<file path="config.mk">
export PLATFORM = sky130hd
export DESIGN_NAME = fetch_unit
export DESIGN_NICKNAME = d
export VERILOG_FILES = /design/src/rtl/fetch_unit.sv
export SDC_FILE = /design/constraint.sdc
export NUM_CORES = 1
export LEC_CHECK = 0
export ABC_AREA = 0
export CAP_MARGIN = 5
export CORE_UTILIZATION = 30
export CTS_CLUSTER_SIZE = 12
export DETAILED_ROUTE_END_ITERATION = 7
export DONT_BUFFER_PORTS = 1
export GPL_TIMING_DRIVEN = 0
export HOLD_SLACK_MARGIN = 0.02
export PLACE_DENSITY = 0.55
export SYNTH_ARGS = -nofsm -noshare
export SYNTH_HDL_FRONTEND = slang
export SYNTH_SLANG_ARGS = --single-unit
export TNS_END_PERCENT = 10
</file>
<file path="constraint.sdc">
create_clock -name clk -period 12.7 [get_ports clk]
set_input_delay 0.635 -clock clk [delete_from_list [all_inputs] [get_ports clk]]
set_output_delay 0.635 -clock clk [all_outputs]
set_load 0.005 [all_outputs]
</file>
<file path="src/rtl/fetch_unit.sv">
// Fetch stage: walks the PC, issues one 64-bit I-cache read at a time, packs an instruction pair per push.
// Latency: REQ -> WAIT -> HOLD, so one group every 3 cycles when the cache answers in one cycle each way.
// Backpressure: buffer_full holds the group stable in HOLD with no new request; flush overrides everything.
module fetch_unit #(
    parameter logic [31:0]      RESET_PC = 32'hBFC00000,
    parameter int               EXC_W    = 4,
    parameter logic [EXC_W-1:0] EXC_NONE = '0,
    parameter logic [EXC_W-1:0] EXC_ADEL = EXC_W'(4)
) (
    input  logic              clk,
    input  logic              reset,
    // instruction cache
    output logic              inst_req,
    output logic [31:0]       inst_addr,
    input  logic              inst_addr_ok,
    input  logic              inst_data_ok,
    input  logic [63:0]       inst_rdata,
    // branch predictor / RAS
    output logic [31:0]       bp_pc,
    input  logic              bp_taken0,
    input  logic              bp_taken1,
    input  logic [31:0]       bp_target0,
    input  logic [31:0]       bp_target1,
    input  logic [63:0]       ras_in,
    // redirect from commit
    input  logic              flush,
    input  logic [31:0]       flush_target,
    // instruction buffer push
    input  logic              buffer_full,
    output logic              fetch_output_en,
    output logic              fetch_valid0,
    output logic              fetch_valid1,
    output logic [31:0]       fetch_PC0,
    output logic [31:0]       fetch_PC1,
    output logic [31:0]       fetch_inst0,
    output logic [31:0]       fetch_inst1,
    output logic              fetch_predict0,
    output logic              fetch_predict1,
    output logic [31:0]       fetch_predict_target0,
    output logic [31:0]       fetch_predict_target1,
    output logic [EXC_W-1:0]  fetch_excode0,
    output logic [EXC_W-1:0]  fetch_excode1,
    output logic [63:0]       fetch_RAS
);

    typedef enum logic [2:0] {
        S_IDLE   = 3'd0,
        S_REQ    = 3'd1,
        S_WAIT   = 3'd2,
        S_HOLD   = 3'd3,
        S_CANCEL = 3'd4,
        S_STALL  = 3'd5
    } state_t;

    state_t            r_state;
    logic [31:0]       r_pc;
    logic              r_pend;       // next group's first slot is a delay slot
    logic [31:0]       r_pend_tgt;   // where to go after that delay slot
    logic              r_adel;       // group in HOLD is a misaligned-fetch report

    logic              r_valid0, r_valid1;
    logic [31:0]       r_pc0, r_pc1, r_inst0, r_inst1;
    logic              r_pred0, r_pred1;
    logic [31:0]       r_tgt0, r_tgt1;
    logic [EXC_W-1:0]  r_exc0, r_exc1;
    logic [63:0]       r_ras;

    logic              w_aligned;
    logic              w_req;
    logic              w_accept;
    logic              w_cancel_on_flush;
    logic              w_v1;
    logic              w_p0;
    logic              w_p1;
    logic [31:0]       w_next_pc;
    logic              w_pend_nxt;
    logic [31:0]       w_pend_tgt_nxt;

    assign w_aligned = (r_pc[1:0] == 2'b00);
    assign w_req     = (r_state == S_REQ) && w_aligned;
    assign w_accept  = w_req && inst_addr_ok;

    // A request is still in flight after this edge if the cache owes us data.
    assign w_cancel_on_flush = ((r_state == S_WAIT)   && !inst_data_ok) ||
                               w_accept ||
                               ((r_state == S_CANCEL) && !inst_data_ok);

    assign inst_req        = w_req;
    assign inst_addr       = w_req ? {r_pc[31:3], 3'b000} : 32'h0;
    assign bp_pc           = (r_state == S_IDLE) ? 32'h0 : r_pc;
    assign fetch_output_en = (r_state == S_HOLD);

    assign fetch_valid0          = r_valid0;
    assign fetch_valid1          = r_valid1;
    assign fetch_PC0             = r_pc0;
    assign fetch_PC1             = r_pc1;
    assign fetch_inst0           = r_inst0;
    assign fetch_inst1           = r_inst1;
    assign fetch_predict0        = r_pred0;
    assign fetch_predict1        = r_pred1;
    assign fetch_predict_target0 = r_tgt0;
    assign fetch_predict_target1 = r_tgt1;
    assign fetch_excode0         = r_exc0;
    assign fetch_excode1         = r_exc1;
    assign fetch_RAS             = r_ras;

    // Next-PC and slot-validity decode for the request being accepted (first match wins).
    always_comb begin
        w_v1           = 1'b1;
        w_p0           = 1'b0;
        w_p1           = 1'b0;
        w_next_pc      = r_pc + 32'd8;
        w_pend_nxt     = 1'b0;
        w_pend_tgt_nxt = r_pend_tgt;
        if (r_pend) begin
            // delay slot only, then jump to the remembered target
            w_v1      = 1'b0;
            w_next_pc = r_pend_tgt;
        end else if (r_pc[2]) begin
            // odd-word entry: only one instruction left in this doubleword
            w_v1      = 1'b0;
            w_next_pc = r_pc + 32'd4;
            if (bp_taken0) begin
                w_p0           = 1'b1;
                w_pend_nxt     = 1'b1;
                w_pend_tgt_nxt = bp_target0;
            end
        end else if (bp_taken0) begin
            // slot1 is the delay slot of slot0, so the whole pair is used
            w_p0      = 1'b1;
            w_next_pc = bp_target0;
        end else if (bp_taken1) begin
            // delay slot of slot1 lives in the next doubleword
            w_p1           = 1'b1;
            w_pend_nxt     = 1'b1;
            w_pend_tgt_nxt = bp_target1;
        end
    end

    // Fetch FSM, PC walk and group register.
    always_ff @(posedge clk or posedge reset) begin
        if (reset) begin
            r_state    <= S_IDLE;
            r_pc       <= RESET_PC;
            r_pend     <= 1'b0;
            r_pend_tgt <= 32'h0;
            r_adel     <= 1'b0;
            r_valid0   <= 1'b0;
            r_valid1   <= 1'b0;
            r_pc0      <= 32'h0;
            r_pc1      <= 32'h0;
            r_inst0    <= 32'h0;
            r_inst1    <= 32'h0;
            r_pred0    <= 1'b0;
            r_pred1    <= 1'b0;
            r_tgt0     <= 32'h0;
            r_tgt1     <= 32'h0;
            r_exc0     <= EXC_NONE;
            r_exc1     <= EXC_NONE;
            r_ras      <= 64'h0;
        end else if (flush) begin
            r_pc    <= flush_target;
            r_pend  <= 1'b0;
            r_adel  <= 1'b0;
            r_state <= w_cancel_on_flush ? S_CANCEL : S_REQ;
        end else begin
            case (r_state)
                S_IDLE: r_state <= S_REQ;
                S_REQ: begin
                    if (!w_aligned) begin
                        // report the bad address as a single-slot exception group
                        r_valid0 <= 1'b1;
                        r_valid1 <= 1'b0;
                        r_pc0    <= r_pc;
                        r_pc1    <= r_pc + 32'd4;
                        r_inst0  <= 32'h0;
                        r_inst1  <= 32'h0;
                        r_pred0  <= 1'b0;
                        r_pred1  <= 1'b0;
                        r_tgt0   <= 32'h0;
                        r_tgt1   <= 32'h0;
                        r_exc0   <= EXC_ADEL;
                        r_exc1   <= EXC_NONE;
                        r_ras    <= ras_in;
                        r_adel   <= 1'b1;
                        r_state  <= S_HOLD;
                    end else if (inst_addr_ok) begin
                        r_valid0   <= 1'b1;
                        r_valid1   <= w_v1;
                        r_pc0      <= r_pc;
                        r_pc1      <= r_pc + 32'd4;
                        r_pred0    <= w_p0;
                        r_pred1    <= w_p1;
                        r_tgt0     <= bp_target0;
                        r_tgt1     <= bp_target1;
                        r_exc0     <= EXC_NONE;
                        r_exc1     <= EXC_NONE;
                        r_ras      <= ras_in;
                        r_pc       <= w_next_pc;
                        r_pend     <= w_pend_nxt;
                        r_pend_tgt <= w_pend_tgt_nxt;
                        r_state    <= S_WAIT;
                    end
                end
                S_WAIT: begin
                    if (inst_data_ok) begin
                        r_inst0 <= r_pc0[2] ? inst_rdata[63:32] : inst_rdata[31:0];
                        r_inst1 <= inst_rdata[63:32];
                        r_state <= S_HOLD;
                    end
                end
                S_HOLD: begin
                    if (!buffer_full) begin
                        r_state <= r_adel ? S_STALL : S_REQ;
                        r_adel  <= 1'b0;
                    end
                end
                S_CANCEL: begin
                    if (inst_data_ok) begin
                        r_state <= S_REQ;
                    end
                end
                S_STALL: r_state <= S_STALL;
                default: r_state <= S_IDLE;
            endcase
        end
    end

endmodule

</file>
==> impl_metrics.env <==
export IMPL_r2r_cells=7
export IMPL_ctsHoldBuffers=0
export IMPL_status="finished, final reports clean"
export IMPL_clock_sinks=328
export IMPL_cts_tree="built"
export IMPL_setup_violations=0
export IMPL_synth_mux_area_share_pct=11.2
export IMPL_regArea_um2=8220
export IMPL_dr_pass1_iters=5
export IMPL_crit_chain="clkbuf_1 -> nor3_1 -> clkbuf_1 -> nor2b_1"
export IMPL_cpMaxStageDelayCell="nor3_1"
export IMPL_final_hold_viol_count=0
export IMPL_cts_buffers=40
export IMPL_portBuffers=0
export IMPL_synth_seq_area_share_pct=53.0
export IMPL_netlist_instances=1429
export IMPL_gr_total_overflow=0
export IMPL_cts_setup_buffers=0
export IMPL_startpoint_type="register"
export IMPL_synthArstFlopShare_pct=100
export IMPL_cts_resized=0
export IMPL_synth_flop_cell="dfrtp_1"
export IMPL_syn2layout_area_growth_pct=14.5
export IMPL_final_common_cell="dfrtp_1"
export IMPL_ant_nets=0
export IMPL_power_leakage_nw=7.75
export IMPL_worst_path_most_repeated_cell="clkbuf_1"
export IMPL_antenna_found_initial=8
export IMPL_slowest_delay_ps=920
export IMPL_drcViolationCount=0
export IMPL_relSlewSlack_pct=23.9
export IMPL_wl_um=61500
export IMPL_final_layout_size_suffix_gt1_share_pct=18.5
export IMPL_grt_pass1_vias=12024
export IMPL_fillers=5107
export IMPL_layout_common_cells="dfrtp_1, nand2_1, a22o_1, mux2_2, o21ai_0"
export IMPL_synth_xor_area_share_pct=2.37
export IMPL_die_y_um=229
export IMPL_maxCapViolCount=0
export IMPL_wire_per_inst_um=28.1
export IMPL_slew_viol_final=0
export IMPL_yosysWarnings=0
export IMPL_ys_seq_elements=328
export IMPL_die_width_um=229
export IMPL_clockBufferDepth=3
export IMPL_num_vias=12120
export IMPL_worst_hold_slack_ps=4.28
export IMPL_worst_pin_slew_ps=1130
export IMPL_synth_adder_area_share_pct=0.161
export IMPL_cp_arrival_ps=2780
export IMPL_hold_class="in2async"
export IMPL_rsz0062_at_grt="false"
export IMPL_min_period_ps=3410
export IMPL_fin_nets=1716
export IMPL_gp_congestion=0.921
export IMPL_grt_max_degree=125
export IMPL_grt_pass1_wl_um=88500
export IMPL_drt_vias_per_instance=5.54
export IMPL_grt_usage_pct=22.8
export IMPL_synth_top_family_by_area="compound AO/OA/AOI/OAI gates"
export IMPL_htreeDepth=2
export IMPL_reg2reg_from="r_pc[3]"
export IMPL_first_iter_violations=1205
export IMPL_syn_area_per_cell_um2=10.8
export IMPL_clk_pin_slew_worst_paths_ps=60
export IMPL_yosysTopAreaCell="dfrtp_1"
export IMPL_fin_crit_sh_pct=26.9
export IMPL_vdd_drop_max_uv=113
export IMPL_yosys_area_share_simple_pct=12.8
export IMPL_multi_input_area_um2=6570
export IMPL_worst_clock_skew_ps=34.4
export IMPL_endpoint_kind="output port"
export IMPL_initial_core_util_pct=30.6
export IMPL_die_area_um2=52600
export IMPL_synth_compound_area_share_pct=15.6
export IMPL_synth_edff_count=0
export IMPL_core_um2=50600
export IMPL_cp_required_ps=12060
export IMPL_syn_area_um2=15500
export IMPL_io_pins=566
export IMPL_power_density_nw_per_um2=214
export IMPL_r2r_end="r_pc[20]"
export IMPL_synth_area_leaders="dfrtp_1, mux2_2, a22o_1"
export IMPL_placementRows=82
export IMPL_root_buffer="clkbuf_16"
export IMPL_dp_hpwl_um=46800
export IMPL_power_total_mw=3.80
export IMPL_netlist_area_leader_share_pct=51.5
export IMPL_critical_path_class="reg2out"
export IMPL_max_clock_freq_mhz=293
export IMPL_clk_latency_ps=580
export IMPL_synth_cell_types=72
export IMPL_crit_fanout=10
export IMPL_timing_reg2reg_setup_slack_ps=9470
==> where the power goes <==
group / internal, mW / switching [mW] / total [mW]
Combinational: 0.411 / 0.569 / 0.980
Clock: 0.677 / 0.479 / 1.16
Sequential: 1.37 / 0.294 / 1.66
Total: 2.45 / 1.34 / 3.80
==> worst max-delay path by stage <==
| stage | slack [ps] | from | cells past startpoint | endpoint |
|---|---|---|---|---|
| finish | 9290 | r_state[2] | 4 | bp_pc[5] |
| global route | 9200 | r_state[2] | 4 | bp_pc[16] |
| CTS | 9260 | r_state[2] | 4 | bp_pc[16] |
| detailed placement | 9170 | flush | 6 | r_pc[27] |
| global placement | -850 | reset | 1 | fetch_predict_target0[25] |
| floorplan | 3000 | reset | 1 | fetch_PC0[0] |
==> layer usage <==
| metal | share of wire [%] | GRT usage (%) |
|---|---|---|
| met1 | 41 | 29.2 |
| met2 | 47 | 36.6 |
| met3 | 8.9 | 6.62 |
| met4 | 3.2 | 7.90 |
| met5 | 0.11 | 0 |
==> per-stage QoR <==
step	worst slack, ps	setup TNS (ps)	utilization (%)	area (µm²)	instances
floorplan	3000	0	-	15500	1438
global placement	-851	-256860	32.4	16400	2110
detailed placement	9170	0	32.5	16400	2112
CTS	9260	0	35.1	17700	2184
global route	9200	0	35.1	17700	2186
finish	9290	0	35.1	17800	2188
==> logic make-up (layout without fill, tap and decap cells) <==
group | after synthesis | in the layout
xor+xnor | 42 | 42
simple gates | 396 | 396
compound gates | 347 | 347
other cells | 1 | 14
flops | 328 | 328
mux | 162 | 162
fa+ha+maj | 2 | 2
buf+inv | 151 | 225
==> cells in the mapped netlist (3+ instances only) <==
library cell and instances:
dfrtp_1 319, o21a_1 4, xnor2_1 26, o21ai_1 5, inv_1 7, nor3b_1 6
a211oi_1 16, or3_1 5, a21oi_1 57, a22o_1 99, a31oi_1 6, mux2_2 96
mux2i_1 66, buf_2 49, a221oi_1 4, nand2_1 129, clkbuf_1 62, dfstp_2 9
o211ai_1 8, nand2b_1 9, and3_1 41, nor2_1 84, nor3_1 20, nand4_1 13
o311ai_0 3, and4_1 5, buf_4 27, buf_1 3, nor2b_1 37, xor2_1 16
nand3_1 26, a21oi_2 18, o2bb2ai_1 5, o31ai_1 6, o21ai_0 89
==> flip-flops by register name, summed over array words and instances, names as in the netlist <==
| name | flops |
|---|---|
| fetch_RAS | 64 |
| fetch_PC0 | 32 |
| fetch_inst0 | 32 |
| fetch_inst1 | 32 |
| fetch_predict_target0 | 32 |
| fetch_predict_target1 | 32 |
| r_pc | 32 |
| r_pend_tgt | 32 |
| fetch_PC1 | 30 |
| r_state | 3 |
| fetch_excode0 | 1 |
| fetch_predict0 | 1 |
| fetch_predict1 | 1 |
| fetch_valid0 | 1 |
| fetch_valid1 | 1 |
| r_adel | 1 |
| r_pend | 1 |
==> layout make-up <==
cell class | count | share of cell area, %
antenna | 4 | 0.0564
tap | 672 | 4.74
sequential | 328 | 46.3
clock buffer | 58 | 6.30
clock inverter | 14 | 1.06
inverter | 8 | 0.211
multi-input combinational | 959 | 37.0
timing repair buffer | 2 | 0.310
buffer | 143 | 4.02
==> worst max-delay path, delay by kind of cell (launching register included) <==
family,cells,cell delay [ps]
flip-flops,1,400
AND/OR/NAND/NOR,2,1140
buffers and inverters,2,680
(Power assumes the default switching activity.)
